--- src/rtl/axi_10g_ethernet_0_fifo_pkg.sv ---
// Shared definitions for the 10G packet FIFO: RAM word layout, tkeep packing helpers,
// and the write-side FSM encoding.
package axi_10g_ethernet_0_fifo_pkg;

  localparam int WORD_W   = 68;
  localparam int DATA_LSB = 0;
  localparam int DATA_MSB = 63;
  localparam int KEEP_LSB = 64;
  localparam int KEEP_MSB = 66;
  localparam int LAST_BIT = 67;

  typedef enum logic [1:0] {
    WR_IDLE  = 2'd0,
    WR_FRAME = 2'd1,
    WR_DROP  = 2'd2
  } wr_state_t;

  // Index of the highest set byte enable; tkeep is contiguous from bit 0.
  function automatic logic [2:0] keep_enc(input logic [7:0] keep);
    keep_enc = 3'd0;
    for (int i = 0; i < 8; i++) begin
      if (keep[i]) keep_enc = 3'(i);
    end
  endfunction

  function automatic logic [7:0] keep_dec(input logic [2:0] enc);
    keep_dec = 8'((9'd2 << enc) - 9'd1);
  endfunction

endpackage

--- src/rtl/axi_10g_ethernet_0_fifo_out_skid.sv ---
// Two-entry output skid buffer between the RAM read port and m_axis; head word stays
// put until popped so the AXI stream is stable under back-pressure.
module axi_10g_ethernet_0_fifo_out_skid
  import axi_10g_ethernet_0_fifo_pkg::*;
(
  input  logic              clk,
  input  logic              sreset,
  input  logic              i_push,
  input  logic [WORD_W-1:0] i_data,
  input  logic              i_pop,
  output logic [WORD_W-1:0] o_data,
  output logic              o_valid,
  output logic [1:0]        o_count
);

  logic [WORD_W-1:0] r_word [2];
  logic              r_wr_idx;
  logic              r_rd_idx;
  logic [1:0]        r_count;

  always_ff @(posedge clk) begin
    if (sreset) begin
      r_wr_idx <= 1'b0;
      r_rd_idx <= 1'b0;
      r_count  <= 2'd0;
    end else begin
      if (i_push) r_wr_idx <= ~r_wr_idx;
      if (i_pop)  r_rd_idx <= ~r_rd_idx;
      r_count <= r_count + 2'(i_push) - 2'(i_pop);
    end
  end

  always_ff @(posedge clk) begin
    if (i_push) r_word[r_wr_idx] <= i_data;
  end

  assign o_data  = r_word[r_rd_idx];
  assign o_valid = (r_count != 2'd0);
  assign o_count = r_count;

endmodule

--- src/rtl/axi_10g_ethernet_0_pkt_fifo_ctrl.sv ---
// Store-and-forward packet FIFO controller for the 10G MAC RX path: writes beats into an
// external 68-bit RAM, commits good frames, rewinds bad/overflowing ones, replays on m_axis.
module axi_10g_ethernet_0_pkt_fifo_ctrl
  import axi_10g_ethernet_0_fifo_pkg::*;
#(
  parameter int ADDR_WIDTH = 9
) (
  input  logic                  clk,
  input  logic                  sreset,
  input  logic [63:0]           s_axis_tdata,
  input  logic [7:0]            s_axis_tkeep,
  input  logic                  s_axis_tvalid,
  input  logic                  s_axis_tlast,
  input  logic                  s_axis_tuser,
  output logic                  s_axis_tready,
  output logic [63:0]           m_axis_tdata,
  output logic [7:0]            m_axis_tkeep,
  output logic                  m_axis_tvalid,
  output logic                  m_axis_tlast,
  input  logic                  m_axis_tready,
  output logic [ADDR_WIDTH-1:0] ram_wr_addr,
  output logic [WORD_W-1:0]     ram_data_in,
  output logic                  ram_wr_allow,
  output logic [ADDR_WIDTH-1:0] ram_rd_addr,
  output logic                  ram_rd_allow,
  input  logic [WORD_W-1:0]     ram_data_out,
  output logic [ADDR_WIDTH-1:0] frames_stored,
  output logic [15:0]           drop_count
);

  function automatic logic [15:0] sat_inc16(input logic [15:0] v);
    sat_inc16 = (v == 16'hFFFF) ? v : v + 16'd1;
  endfunction

  wr_state_t             r_state, w_state_nxt;
  logic [ADDR_WIDTH-1:0] r_wr_ptr, w_wr_ptr_nxt, w_wr_ptr_inc;
  logic [ADDR_WIDTH-1:0] r_wr_start, w_wr_start_nxt;
  logic [ADDR_WIDTH-1:0] r_wr_start_d1, r_wr_start_vis;
  logic [ADDR_WIDTH-1:0] r_rd_ptr;
  logic [ADDR_WIDTH-1:0] r_frames;
  logic [15:0]           r_drops;
  logic                  r_ram_wr_allow;
  logic [ADDR_WIDTH-1:0] r_ram_wr_addr;
  logic [WORD_W-1:0]     r_ram_wr_data;
  logic                  r_rd_pend;

  logic              w_beat, w_full, w_do_write, w_commit, w_drop;
  logic              w_rd_issue, w_pop, w_last_pop;
  logic [WORD_W-1:0] w_head;
  logic              w_head_vld;
  logic [1:0]        w_skid_cnt;
  logic [2:0]        w_occ_next;

  assign s_axis_tready = !sreset;
  assign w_beat        = s_axis_tvalid & s_axis_tready;
  assign w_wr_ptr_inc  = r_wr_ptr + 1'b1;
  // One word is always kept free so full and empty stay distinguishable.
  assign w_full        = (w_wr_ptr_inc == r_rd_ptr);

  always_comb begin
    w_state_nxt    = r_state;
    w_wr_ptr_nxt   = r_wr_ptr;
    w_wr_start_nxt = r_wr_start;
    w_do_write     = 1'b0;
    w_commit       = 1'b0;
    w_drop         = 1'b0;
    if (w_beat) begin
      case (r_state)
        WR_IDLE, WR_FRAME: begin
          if (w_full) begin
            w_wr_ptr_nxt = r_wr_start;
            if (s_axis_tlast) begin
              w_drop      = 1'b1;
              w_state_nxt = WR_IDLE;
            end else begin
              w_state_nxt = WR_DROP;
            end
          end else begin
            w_do_write   = 1'b1;
            w_wr_ptr_nxt = w_wr_ptr_inc;
            if (s_axis_tlast) begin
              w_state_nxt = WR_IDLE;
              if (s_axis_tuser) begin
                w_wr_ptr_nxt = r_wr_start;
                w_drop       = 1'b1;
              end else begin
                w_wr_start_nxt = w_wr_ptr_inc;
                w_commit       = 1'b1;
              end
            end else begin
              w_state_nxt = WR_FRAME;
            end
          end
        end
        WR_DROP: begin
          if (s_axis_tlast) begin
            w_drop      = 1'b1;
            w_state_nxt = WR_IDLE;
          end
        end
        default: w_state_nxt = WR_IDLE;
      endcase
    end
  end

  // Read issue: occupancy counts the word returning next cycle and the pop happening now,
  // which lets a single-cycle RAM read sustain one beat per cycle.
  assign w_pop      = w_head_vld & m_axis_tready;
  assign w_last_pop = w_pop & w_head[LAST_BIT];
  assign w_occ_next = 3'(w_skid_cnt) + 3'(r_rd_pend) - 3'(w_pop);
  assign w_rd_issue = !sreset && (r_rd_ptr != r_wr_start_vis) && (w_occ_next < 3'd2);

  // Stage p0 -> p1: beat accepted, RAM write request and pointer updates registered.
  always_ff @(posedge clk) begin
    if (sreset) begin
      r_state        <= WR_IDLE;
      r_wr_ptr       <= '0;
      r_wr_start     <= '0;
      r_wr_start_d1  <= '0;
      r_wr_start_vis <= '0;
      r_rd_ptr       <= '0;
      r_rd_pend      <= 1'b0;
      r_ram_wr_allow <= 1'b0;
      r_ram_wr_addr  <= '0;
      r_frames       <= '0;
      r_drops        <= '0;
    end else begin
      r_state    <= w_state_nxt;
      r_wr_ptr   <= w_wr_ptr_nxt;
      r_wr_start <= w_wr_start_nxt;
      // Commit reaches the read side only after the RAM's own two-stage write pipe.
      r_wr_start_d1  <= r_wr_start;
      r_wr_start_vis <= r_wr_start_d1;
      if (w_rd_issue) r_rd_ptr <= r_rd_ptr + 1'b1;
      r_rd_pend      <= w_rd_issue;
      r_ram_wr_allow <= w_do_write;
      if (w_do_write) r_ram_wr_addr <= r_wr_ptr;
      if (w_drop) r_drops <= sat_inc16(r_drops);
      if (w_commit && !w_last_pop)      r_frames <= r_frames + 1'b1;
      else if (!w_commit && w_last_pop) r_frames <= r_frames - 1'b1;
    end
  end

  always_ff @(posedge clk) begin
    if (w_do_write) r_ram_wr_data <= {s_axis_tlast, keep_enc(s_axis_tkeep), s_axis_tdata};
  end

  // Stage p2 -> p3: RAM read word lands in the skid buffer that drives m_axis.
  axi_10g_ethernet_0_fifo_out_skid u_skid (
    .clk     (clk),
    .sreset  (sreset),
    .i_push  (r_rd_pend),
    .i_data  (ram_data_out),
    .i_pop   (w_pop),
    .o_data  (w_head),
    .o_valid (w_head_vld),
    .o_count (w_skid_cnt)
  );

  assign ram_wr_allow  = r_ram_wr_allow;
  assign ram_wr_addr   = r_ram_wr_addr;
  assign ram_data_in   = r_ram_wr_allow ? r_ram_wr_data : '0;
  assign ram_rd_addr   = r_rd_ptr;
  assign ram_rd_allow  = w_rd_issue;
  assign m_axis_tvalid = w_head_vld;
  assign m_axis_tdata  = w_head_vld ? w_head[DATA_MSB:DATA_LSB] : '0;
  assign m_axis_tkeep  = w_head_vld ? keep_dec(w_head[KEEP_MSB:KEEP_LSB]) : '0;
  assign m_axis_tlast  = w_head_vld & w_head[LAST_BIT];
  assign frames_stored = r_frames;
  assign drop_count    = r_drops;

endmodule

--- config.mk ---
export PLATFORM = sky130hd
export DESIGN_NAME = axi_10g_ethernet_0_pkt_fifo_ctrl
export DESIGN_NICKNAME = d
export VERILOG_FILES = /design/src/rtl/axi_10g_ethernet_0_fifo_pkg.sv /design/src/rtl/axi_10g_ethernet_0_fifo_out_skid.sv /design/src/rtl/axi_10g_ethernet_0_pkt_fifo_ctrl.sv
export SDC_FILE = /design/constraint.sdc
export NUM_CORES = 1
export LEC_CHECK = 0
export CORE_MARGIN = 1.5
export CORE_UTILIZATION = 45
export CTS_CLUSTER_DIAMETER = 120
export CTS_CLUSTER_SIZE = 24
export DETAILED_ROUTE_END_ITERATION = 6
export PLACE_DENSITY = 0.75
export SYNTH_ARGS = -nofsm -noshare
export SYNTH_HDL_FRONTEND = slang
export SYNTH_SLANG_ARGS = --single-unit
--- constraint.sdc ---
create_clock -name clk -period 10.2 [get_ports clk]
set_input_delay 2.04 -clock clk [delete_from_list [all_inputs] [get_ports clk]]
set_output_delay 2.04 -clock clk [all_outputs]
set_load 0.005 [all_outputs]
Word-level counts from Yosys, hierarchy flattened

Memories as Yosys holds them, arrays and structs flattened. A register that Yosys moved wholly into a read port is not among the register bits.
Index checks and enable logic that the tools add are counted.

Logic and storage cells: 99
Input port bits: 146
RAM bits: 136
Flip-flop bits (word level): 155
Memories kept: 1
Output and inout bits: 188

Memory list:

| memory        | words | width | read ports | clocked after Yosys merged registers in | wr ports | line                                   | RTL |
|---|---|---|---|---|---|---|---|
| u_skid.r_word | 2     | 68    | 1          | 1                                       | 1        | axi_10g_ethernet_0_fifo_out_skid.sv:16 | `logic [WORD_W-1:0] r_word [2];` |

Muxes and demuxes: 37
Bitwise operators: 8
Shift operators: 1
Equal/unequal tests: 6
Add/sub/neg operators: 10
Reductions and logical operators: 17
Order comparisons: 1

Operators with widths:

| cell                                                                | count |
|---|---|
| 68-bit two-way mux                                                  | 1 |
| 64-bit two-way mux                                                  | 1 |
| 9-bit two-way mux                                                   | 5 |
| 9-bit by 1-bit adder with 9-bit output (second input constant)      | 3 |
| 1-bit two-way mux                                                   | 20 |
| 16-bit by 1-bit adder with 16-bit output (second input constant)    | 1 |
| 16-bit equality test (second input constant)                        | 1 |
| 2-bit two-way mux                                                   | 5 |
| 9-bit equality test                                                 | 1 |
| 9-bit != test                                                       | 1 |
| 9-bit by 1-bit subtractor with 9-bit output (second input constant) | 1 |
| 8-bit two-way mux                                                   | 1 |
| 2-bit by 3-bit << shifter with 8-bit output (first input constant)  | 1 |
| 8-bit by 1-bit subtractor with 8-bit output (second input constant) | 1 |
| 3-bit two-way mux                                                   | 2 |
| 2-bit AND reduction                                                 | 3 |
| 1-bit AND                                                           | 4 |
| 1-bit logical AND                                                   | 4 |
| 1-bit NOT                                                           | 4 |
| 2-bit one-hot mux with 2 select lines                               | 1 |
| 4-bit AND reduction                                                 | 1 |
| 2-bit nonzero test                                                  | 2 |
| 2-bit OR reduction                                                  | 2 |
| 4-bit OR reduction                                                  | 1 |
| other kinds (11)                                                    | 13 |

Longest topological paths before layout

Gate-level depths: netlist (run 1).

Depth after elaboration: 9
Depth in mapped cells: 21
Depth with buffers taken out: 20

Hierarchy

From an unflattened synthesis (run 1), not the netlist that was laid out.

Cell total of the unflattened synthesis: 960
Area total of the unflattened synthesis: 12527.0 um^2

Modules (own cells, without submodules):

| module                           | instances | seq. area each (um^2) | area each (um^2) | cells an instance |
|---|---|---|---|---|
| axi_10g_ethernet_0_pkt_fifo_ctrl | 1         | 3703.6                | 7317.0           | 728 |
| axi_10g_ethernet_0_fifo_out_skid | 1         | 4184.0                | 5210.0           | 232 |

Worst setup path after synthesis (run 1)

No wires, ideal clock.

Kind: input -> register
From: input port sreset
To: register r_frames[8], in the netlist frames_stored[8]
Stages on the path: 18
Data required time: 10.072 ns
Setup time: 0.128 ns
Slack: 3.735 ns
Arrival: 6.337 ns
Path buffers: 2
Cell sequence: clkbuf_1 -> nor2_1 -> o21ai_1 -> inv_1 -> nand2_1 -> clkbuf_1 -> nor2_1 -> ha_1 -> inv_1 -> ha_1 -> nor2b_1 -> o21ai_0 -> a21boi_0 -> o21a_1 -> o41ai_1 -> mux2i_1 -> xor2_1 -> nor2_1

Longest elaborated chain between the ends: 6
Elaborated cells between the ends (all ways): 8
Those cells by class: mux (2); bitwise (1); reduce/logical (5)

Ends and longest elaborated chain:

| item                         | line                                    | RTL |
|---|---|---|
| from (decl)                  | axi_10g_ethernet_0_pkt_fifo_ctrl.sv:9   | `input logic sreset,` |
| 1-bit logical NOT            | axi_10g_ethernet_0_pkt_fifo_ctrl.sv:54  | `assign s_axis_tready = !sreset;` |
| 1-bit AND                    | axi_10g_ethernet_0_pkt_fifo_ctrl.sv:55  | `assign w_beat = s_axis_tvalid & s_axis_tready;` |
| 1-bit two-way mux            | axi_10g_ethernet_0_pkt_fifo_ctrl.sv:67  | `if (w_beat) begin` |
| 1-bit logical NOT            | axi_10g_ethernet_0_pkt_fifo_ctrl.sv:140 | `else if (!w_commit && w_last_pop) r_frames <= r_frames - 1'b1;` |
| 1-bit logical AND            | axi_10g_ethernet_0_pkt_fifo_ctrl.sv:140 |  |
| 2-bit nonzero test (no line) | -                                       |  |
| to (signal assigned)         | axi_10g_ethernet_0_pkt_fifo_ctrl.sv:139 | `if (w_commit && !w_last_pop) r_frames <= r_frames + 1'b1;` |
| to (signal assigned)         | axi_10g_ethernet_0_pkt_fifo_ctrl.sv:140 |  |
| to (decl)                    | axi_10g_ethernet_0_pkt_fifo_ctrl.sv:40  | `logic [ADDR_WIDTH-1:0] r_frames;` |

Parallel ways exist; a longest one is shown, timed or not.
A chain may end at the register's enable or synchronous reset.

Final worst setup path (run 1)

From: input port m_axis_tready
To: output port ram_rd_allow

Longest elaborated chain between the ends: 4

Ends and longest elaborated chain:

| item                                          | line                                    | RTL |
|---|---|---|
| from (decl)                                   | axi_10g_ethernet_0_pkt_fifo_ctrl.sv:20  | `input logic m_axis_tready,` |
| 1-bit AND                                     | axi_10g_ethernet_0_pkt_fifo_ctrl.sv:108 | `assign w_pop = w_head_vld & m_axis_tready;` |
| net u_skid.i_pop                              | axi_10g_ethernet_0_fifo_out_skid.sv:10  | `input logic i_pop,` |
| 3-bit by 1-bit subtractor with 3-bit output   | axi_10g_ethernet_0_pkt_fifo_ctrl.sv:110 | `assign w_occ_next = 3'(w_skid_cnt) + 3'(r_rd_pend) - 3'(w_pop);` |
| 3-bit by 2-bit < comparator with 1-bit output | axi_10g_ethernet_0_pkt_fifo_ctrl.sv:111 | `assign w_rd_issue = !sreset && (r_rd_ptr != r_wr_start_vis) && (w_occ_next < 3'd2);` |
| 1-bit logical AND                             | axi_10g_ethernet_0_pkt_fifo_ctrl.sv:111 |  |
| to (decl)                                     | axi_10g_ethernet_0_pkt_fifo_ctrl.sv:25  | `output logic ram_rd_allow,` |

The timed path passes the listed nets, and every way through them passes these cells.

==> results of run 1 <==
## area by class of cell
| class | count | area [sq um] | share of cell area (%) |
|---|---|---|---|
| Antenna cell | 3 | 7.51 | 0.0466 |
| Clock buffer | 27 | 463 | 2.87 |
| Clock inverter | 1 | 20.0 | 0.124 |
| Inverter | 18 | 67.6 | 0.420 |
| Multi-Input combinational cell | 586 | 3860 | 24.0 |
| Sequential cell | 292 | 7890 | 49.0 |
| Tap cell | 335 | 419 | 2.60 |
| Timing Repair Buffer | 339 | 3370 | 20.9 |
## layer usage
metal  share of wire (%)  vias to the layer above  routed length [um]  track usage [%]
met2                  51                      231               14800             36.3
met5                   0                        -                   0                0
met1                  40                     3926               11600             25.3
li1                    -                     3959                   -                -
met4                 3.0                        0                 880             7.79
met3                 6.0                       52                1730             3.84
## state kept, by name, indices dropped and copies added, names as in the netlist, 2 cells and up, named ones only
signal	flops
drop_count	16
r_wr_start	9
frames_stored	9
r_wr_start_d1	9
r_ram_wr_data	68
u_skid.r_word	136
u_skid.o_count	2
ram_rd_addr	9
r_wr_start_vis	9
r_wr_ptr	9
ram_wr_addr	9
r_state	2
## logic make-up after synthesis
| family | Yosys count | synth area share, % |
|---|---|---|
| mux | 84 | 7.05 |
| buf+inv | 68 | 2.25 |
| xor+xnor | 46 | 3.76 |
| compound gates | 98 | 4.96 |
| fa+ha+maj | 16 | 1.79 |
| flops | 292 | 65.7 |
| simple gates | 342 | 14.5 |
## power groups by stage
stage          registers, mW  clock network, mW  logic [mW]
2_1_floorplan           1.37                  0       0.417
3_3_place_gp            1.38                  0       0.851
3_5_place_dp            1.38                  0       0.867
4_1_cts                 1.36              0.718       0.870
5_1_grt                 1.36              0.753       0.935
6_report                1.36              0.694       0.858
## cell usage after synthesis, types with 3 or more instances
| cell type | number |
|---|---|
| and3_1 | 8 |
| nor4_1 | 6 |
| buf_1 | 5 |
| or3_1 | 3 |
| nor3b_1 | 4 |
| xor2_1 | 23 |
| nand3_1 | 11 |
| nor2_1 | 146 |
| o2bb2ai_1 | 6 |
| nor3_1 | 8 |
| xnor2_1 | 19 |
| clkbuf_1 | 40 |
| nand4_1 | 10 |
| edfxtp_1 | 204 |
| nor2b_1 | 27 |
| and4_1 | 5 |
| mux2i_1 | 80 |
| nand2_1 | 25 |
| inv_1 | 17 |
| mux2_2 | 3 |
| ha_1 | 14 |
| dfxtp_1 | 88 |
| xnor3_1 | 3 |
| o21ai_0 | 35 |
| nand2b_1 | 5 |
| a21oi_1 | 36 |
| buf_2 | 3 |
| and2_1 | 72 |
## path summary, 6_finish.rpt
path	start	to	slack, ns	depth (start not counted)
worst min register to register	r_wr_start_d1[8]$_SDFF_PP0_	r_wr_start_vis[8]$_SDFF_PP0_	0.43	1
worst max register to register	r_wr_ptr[0]$_SDFFE_PP0P_	frames_stored[8]$_SDFFE_PP0P_	4.56	20
worst max-delay path	m_axis_tready	ram_rd_allow	3.43	10
worst min-delay path	r_wr_start_d1[8]$_SDFF_PP0_	r_wr_start_vis[8]$_SDFF_PP0_	0.43	1
==> summary.txt, run 1 <==
Outcome: finished, violations left
Violated checks: design-rule violations
Root Driver: clkbuf_16
Top FF cell, synth: edfxtp_1
Post-route ant nets: 0
CTS resizes: 0
Crit path arrival time: 4.73 ns
Post-Layout Inst Area: 16100 sq um
Pwr dens: 181 nW/um^2
Synthesized cell area: 12000 sq um
Die width: 166 um
Vias in the first global route: 8110
Top cells by area, synth: edfxtp_1, dfxtp_1, mux2i_1, nor2_1, and2_1
Register area share after synthesis: 65.7%
Initial DRC count: 692
Drt via density: 5.10
Fin. Hold Viols: 0
EDFF count, synth: 204
Yosys reg bits: 292
Die area: 27700 sq um
Synth area leader: edfxtp_1
TritonRoute pass-1 iters: 7
Flop pwr share: 46.6%
Post-synthesis average cell area: 12.7 sq um
H-tree level count: 1
Via Count: 8168
Setup crit start kind: primary input
Pleak: 5.47 nW
Cell Chain, Critical Path: clkdlybuf4s50_1, and2_1, ha_1, inv_1, ha_1, inv_1, fa_1, xnor2_1, and4_1, clkdlybuf4s50_1
Asr flop ratio synth: 0%
Largest fanout on the critical path: 6
Max_slew headroom: 28.5%
Worst slack, placed: 3.43 ns
Post-layout util: 61.6%
Total negative slack: 0 ns
Dpl cells: 1570
Clk_skew: 0.0277 ns
Final WS setup: 3.43 ns
Sw Ratio: 27.6%
Finished Layout Cells: 1601
Int Pwr: 2.11 mW
Starting density of the core: 45.9%
VDD IR max: 0.100 mV
Final Cycle Share: 66.4%
Worst path slowest cell: clkdlybuf4s50_1
CTS tree: yes
WP data required: 8.16 ns
Area growth syn-to-layout: 34.2%
DRC violations left: 22
Clk_lat worst skew: 0.50 ns
Clock power frac: 23.9%
Synth unique cells: 61
Max Transition Viols Final: 0
Post-synth top area share: 51.0%
Max Buffers Root-to-Sink: 3
Pwr Total: 2.91 mW
Port Buffer Count: 332
First-pass GRT wire length: 45.2 mm
Core Region: 26100 sq um
CP bufs+invs: 4
Cell family with most CP delay: buffers and inverters
Placed instance area: 15600 sq um
Largest net degree at the start of global routing: 74
Fillers: 2063
Post-Route WL: 29.0 mm
Most frequent cells in the layout: clkdlybuf4s50_1, edfxtp_1, nor2_1, dfxtp_1, mux2i_1
Grt total ovfl: 0
Hold buffers post-CTS: 0
Gate power share: 29.5%
Initial antenna violation count: 3
Share of cells above drive strength 1: 3.72%
Crit end category: output port
Setup repair after global routing missed its margin: false
WHS: 0.430 ns
Number of max-cap violations: 0
CP Class: in2out
Least-Margin Pin Slew: 1.07 ns
Sw Pwr: 803 uW
I/O pins: 334
Yosys Warn Count: 0
Final Wtd Congestion: 0.839
DR WL/cell: 18.1 um
CTS buffer count: 16
Gr usage total: 20.6%
Synth Instances: 946
Most common cell after layout, fill and taps aside: clkdlybuf4s50_1
Row Count: 59
Setup Buffers After CTS: 0
Chip height: 166 um
Worst hold path type: reg2reg
Final net count: 1415
Post-Syn Nets: 1108
Final setup vio count: 0
Max incr delay on CP: 0.56 ns
Maximum achievable frequency: 0.148 GHz
Clock transition at the registers of the reported paths: 0.09 ns
DP Wirelength: 20.2 mm
Tmin final: 6.77 ns
CTS sink cnt: 292
No activity file was read; power rests on OpenSTA's default activity.
==> run 2: changes to the inputs <==
--- a/config.mk
+++ b/config.mk
@@ -6,11 +6,11 @@
 export NUM_CORES = 1
 export LEC_CHECK = 0
 export CORE_MARGIN = 1.5
-export CORE_UTILIZATION = 45
+export CORE_UTILIZATION = 44
 export CTS_CLUSTER_DIAMETER = 120
 export CTS_CLUSTER_SIZE = 24
 export DETAILED_ROUTE_END_ITERATION = 6
-export PLACE_DENSITY = 0.75
+export PLACE_DENSITY = 0.76
 export SYNTH_ARGS = -nofsm -noshare
 export SYNTH_HDL_FRONTEND = slang
 export SYNTH_SLANG_ARGS = --single-unit
==> constraint.sdc (replaced) <==
create_clock -name clk -period 5.7 [get_ports clk]
set_input_delay 1.14 -clock clk [delete_from_list [all_inputs] [get_ports clk]]
set_output_delay 1.14 -clock clk [all_outputs]
set_load 0.005 [all_outputs]
==> run 2 against run 1 <==
  * Critical path type unchanged
  * Count of clock-buffer cells in the layout stayed put
  * Clock skew is 0.00052 ns lower
  * Clock power is 79% higher
  * Utilization is 1.6 points lower
  * Worst hold slack better by 0.012 ns
  * The flow now finishes without violations
  * First-iteration DRC count is 26% lower
  * Critical endpoint unchanged
==> summary.txt, run 2 (synthesis gave the netlist of run 1 again) <==
Clk_lat worst skew: 0.49 ns
Initial antenna violation count: 1
Setup crit start kind: primary input
H-tree level count: 1
Share of cells above drive strength 1: 3.95%
CTS resizes: 0
Tmin final: 4.94 ns
WP data required: 4.56 ns
Final Cycle Share: 86.6%
Biggest register: u_skid.r_word
Initial DRC count: 510
Max Buffers Root-to-Sink: 3
Max reg flops: 136
Max Transition Viols Final: 0
Crit end category: output port
Pwr dens: 322 nW/um^2
Final WS setup: 0.762 ns
Port Buffer Count: 332
Via Count: 8109
Crit path launch: m_axis_tready
Die area: 28300 sq um
Row Count: 60
Drt via density: 5.04
Clock transition at the registers of the reported paths: 0.09 ns
Root Driver: clkbuf_16
First-pass GRT wire length: 42.8 mm
Chip height: 168 um
Post-Layout Inst Area: 16100 sq um
VDD IR max: 0.236 mV
TritonRoute pass-1 iters: 5
Vias in the first global route: 7852
CTS tree: yes
Maximum achievable frequency: 0.203 GHz
Final Wtd Congestion: 0.853
Grt total ovfl: 0
Gr usage total: 19.1%
Fillers: 2132
Setup repair after global routing missed its margin: false
Crit path arrival time: 3.80 ns
CTS sink cnt: 292
Launch point of the worst reg-to-reg path: r_wr_ptr[0]$_SDFFE_PP0P_
Worst hold path type: reg2reg
Fin. Hold Viols: 0
Core Region: 26900 sq um
I/O pins: 334
Die width: 168 um
Starting density of the core: 44.7%
CP Class: in2out
Max_slew headroom: 37.6%
Total negative slack: 0 ns
Hold buffers post-CTS: 0
CTS buffer count: 16
Most common cell after layout, fill and taps aside: clkdlybuf4s50_1
HP Start: r_wr_start_d1[6]$_SDFF_PP0_
DR WL/cell: 17.5 um
Placed instance area: 15600 sq um
Pleak: 5.48 nW
Area of the multi-input gates: 3860 sq um
Largest net degree at the start of global routing: 73
Setup Buffers After CTS: 0
Largest fanout on the critical path: 6
Clk_skew: 0.0272 ns
Number of max-cap violations: 0
Worst slack, placed: 0.774 ns
Most frequent cells in the layout: clkdlybuf4s50_1, edfxtp_1, nor2_1, dfxtp_1, mux2i_1
DP Wirelength: 19.2 mm
Final setup vio count: 0
Register area: 7890 sq um
Pwr Total: 5.19 mW
Final net count: 1418
Least-Margin Pin Slew: 0.936 ns
Post-Route WL: 28.1 mm
Area growth syn-to-layout: 34.4%
DRC violations left: 0
Post-route ant nets: 0
Outcome: finished, final reports clean
## run 2: final cells by class
cell class	count	share of cell area, %
Clock buffer	27	2.87
Clock inverter	1	0.124
Multi-Input combinational cell	586	24.0
Tap cell	341	2.65
Inverter	18	0.419
Timing Repair Buffer	342	21.0
Antenna cell	1	0.0155
Sequential cell	292	48.9
## run 2: where the power goes
part	switching, mW	internal, mW	leakage, nW
Sequential	0.0946	2.37	2.57
Combinational	0.668	0.820	2.69
Clock	0.665	0.571	0.231
## run 2: worst paths after layout
path | to | slack [ns] | cells after the start
setup / recovery | ram_rd_allow | 0.76 | 10
hold reg to reg | r_wr_start_vis[6]$_SDFF_PP0_ | 0.44 | 1
hold / removal | r_wr_start_vis[6]$_SDFF_PP0_ | 0.44 | 1
setup reg to reg | frames_stored[8]$_SDFFE_PP0P_ | 0.91 | 20
## run 2: per-layer routing
metal / track usage (%) / share of wire (%) / up-vias
met5: 0 / 0 / -
met2: 34.2 / 50 / 238
li1: - / - / 3960
met1: 23.2 / 41 / 3850
met3: 2.82 / 5.2 / 61
met4: 7.73 / 4.0 / 0
## run 2: per-stage QoR
step,instances,utilization [%],hold slack (ns)
finish,1608,60.0,0.442
global placement,1579,58.2,0.417
floorplan,946,-,0.414
detailed placement,1579,58.2,0.426
CTS,1607,60.0,0.447
global route,1608,60.0,0.458
## run 2: worst max-delay path, stage by stage
cell,delay (ns)
clkdlybuf4s50_1,0.49
and2_1,0.17
ha_1,0.23
inv_1,0.05
ha_1,0.12
inv_1,0.04
fa_1,0.37
xnor2_1,0.20
and4_1,0.40
clkdlybuf4s50_1,0.57
==> run 3: changes to the inputs <==
--- a/config.mk
+++ b/config.mk
@@ -5,7 +5,6 @@
 export SDC_FILE = /design/constraint.sdc
 export NUM_CORES = 1
 export LEC_CHECK = 0
-export CORE_MARGIN = 1.5
 export CORE_UTILIZATION = 44
 export CTS_CLUSTER_DIAMETER = 120
 export CTS_CLUSTER_SIZE = 24
==> run 3 against run 2 <==
  * First-iteration DRC count increased by 0.39%
  * Clock power about the same
  * Critical path depth unchanged
  * Design area about the same
  * Sequential power about the same
  * Final cell count up 0.12%
  * Combinational power hardly changed
  * Sequential cell count stayed put
  * Register-to-register slack got worse by 0.12 ns
  * Fmax up 0.33%
  * Power about the same
  * Die area decreased by 1.2%
  * Critical path type unchanged
  * Largest power group unchanged
==> summary.txt, run 3 (synthesis gave the netlist of run 1 again) <==
Pwr Total: 5.19 mW
Largest net degree at the start of global routing: 73
Vias in the first global route: 8113
Max Transition Viols Final: 0
Crit path to: ram_rd_allow
Max reg flops: 136
Cell Chain, Critical Path: clkdlybuf4s50_1, and2_1, ha_1, inv_1, ha_1, inv_1, fa_1, xnor2_1, and4_1, clkdlybuf4s50_1
Worst hold path type: reg2reg
First-pass GRT wire length: 43.6 mm
M1 wire length: 11.4 mm
CTS sink cnt: 292
Die width: 167 um
Root Driver: clkbuf_16
Port Buffer Count: 332
Launch point of the worst reg-to-reg path: r_wr_ptr[0]$_SDFFE_PP0P_
CTS resizes: 0
DR WL/cell: 17.6 um
Grt total ovfl: 0
Drt via density: 5.07
Worst path slowest cell: clkdlybuf4s50_1
Clk_lat worst skew: 0.50 ns
Row Count: 60
R2R cell count: 20
Fin. Hold Viols: 0
Core Region: 26900 sq um
Final WS setup: 0.778 ns
WHS: 0.442 ns
Total negative slack: 0 ns
Final setup vio count: 0
Hold Path Stages: 1
Tmin final: 4.92 ns
Max_slew headroom: 37.2%
Most frequent cells in the layout: clkdlybuf4s50_1, edfxtp_1, nor2_1, dfxtp_1, mux2i_1
Post-route ant nets: 0
Final Wtd Congestion: 0.837
Maximum achievable frequency: 0.203 GHz
Number of max-cap violations: 0
CTS buffer count: 16
CP bufs+invs: 4
Biggest register: u_skid.r_word
Post-layout util: 60.0%
WP data required: 4.56 ns
Hold buffers post-CTS: 0
Placed instance area: 15600 sq um
Dpl cells: 1579
Pleak: 5.48 nW
Final Cycle Share: 86.3%
FF-to-FF setup slack: 0.79 ns
Outcome: finished, final reports clean
Clk_skew: 0.0275 ns
Largest fanout on the critical path: 6
Die area: 27900 sq um
Post-Layout Inst Area: 16100 sq um
I/O pins: 334
Share of cells above drive strength 1: 3.87%
Least-Margin Pin Slew: 0.943 ns
Crit end category: output port
Max Buffers Root-to-Sink: 3
Setup crit start kind: primary input
Initial antenna violation count: 2
Max incr delay on CP: 0.57 ns
Pwr dens: 322 nW/um^2
Chip height: 167 um
Initial DRC count: 512
Area growth syn-to-layout: 34.4%
Max layer used: met4
Fillers: 2204
Most common cell after layout, fill and taps aside: clkdlybuf4s50_1
DP Wirelength: 19.5 mm
WP depth: 10
Clock transition at the registers of the reported paths: 0.09 ns
Crit path arrival time: 3.78 ns
Crit path launch: m_axis_tready
CTS tree: yes
Post-Route WL: 28.3 mm
Met3 routed WL: 1.59 mm
DRC violations left: 0
Gr usage total: 19.8%
Cell family with most CP delay: buffers and inverters
Finished Layout Cells: 1610
Starting density of the core: 44.7%
Worst flop-to-flop path endpoint: frames_stored[8]$_SDFFE_PP0P_
TritonRoute pass-1 iters: 4
Setup repair after global routing missed its margin: false
Final net count: 1418
CP Class: in2out
Setup Buffers After CTS: 0
VDD IR max: 0.265 mV
Via Count: 8159
Worst slack, placed: 0.656 ns
H-tree level count: 1
DR WL met2: 14.4 mm
-- run 3: worst min-delay path by stage --
stage | from | end | slack, ns
floorplan | r_wr_start_d1[0]$_SDFF_PP0_ | r_wr_start_vis[0]$_SDFF_PP0_ | 0.41
global placement | r_wr_start_d1[5]$_SDFF_PP0_ | r_wr_start_vis[5]$_SDFF_PP0_ | 0.41
detailed placement | r_wr_start_d1[1]$_SDFF_PP0_ | r_wr_start_vis[1]$_SDFF_PP0_ | 0.43
CTS | r_wr_start_d1[1]$_SDFF_PP0_ | r_wr_start_vis[1]$_SDFF_PP0_ | 0.45
global route | r_wr_start_d1[8]$_SDFF_PP0_ | r_wr_start_vis[8]$_SDFF_PP0_ | 0.46
finish | r_wr_start_d1[1]$_SDFF_PP0_ | r_wr_start_vis[1]$_SDFF_PP0_ | 0.44
-- run 3: cell type report --
class                           instances  area (sq um)  area share, %
Clock inverter                          1          20.0          0.124
Multi-Input combinational cell        586          3860           23.9
Tap cell                              341           427           2.65
Sequential cell                       292          7890           48.9
Clock buffer                           27           463           2.87
Timing Repair Buffer                  342          3390           21.0
Antenna cell                            3          7.51         0.0465
Inverter                               18          67.6          0.419
-- run 3: power breakdown --
group          switching (mW)  internal, mW  total [mW]
logic                   0.675         0.819        1.49
clock network           0.670         0.571        1.24
registers              0.0844          2.37        2.46
-- run 3: layer usage --
metal,GRT usage (%),up-vias
li1,-,3955
met1,23.7,3921
met2,35.4,231
met3,3.69,52
met4,7.26,0
met5,0,-
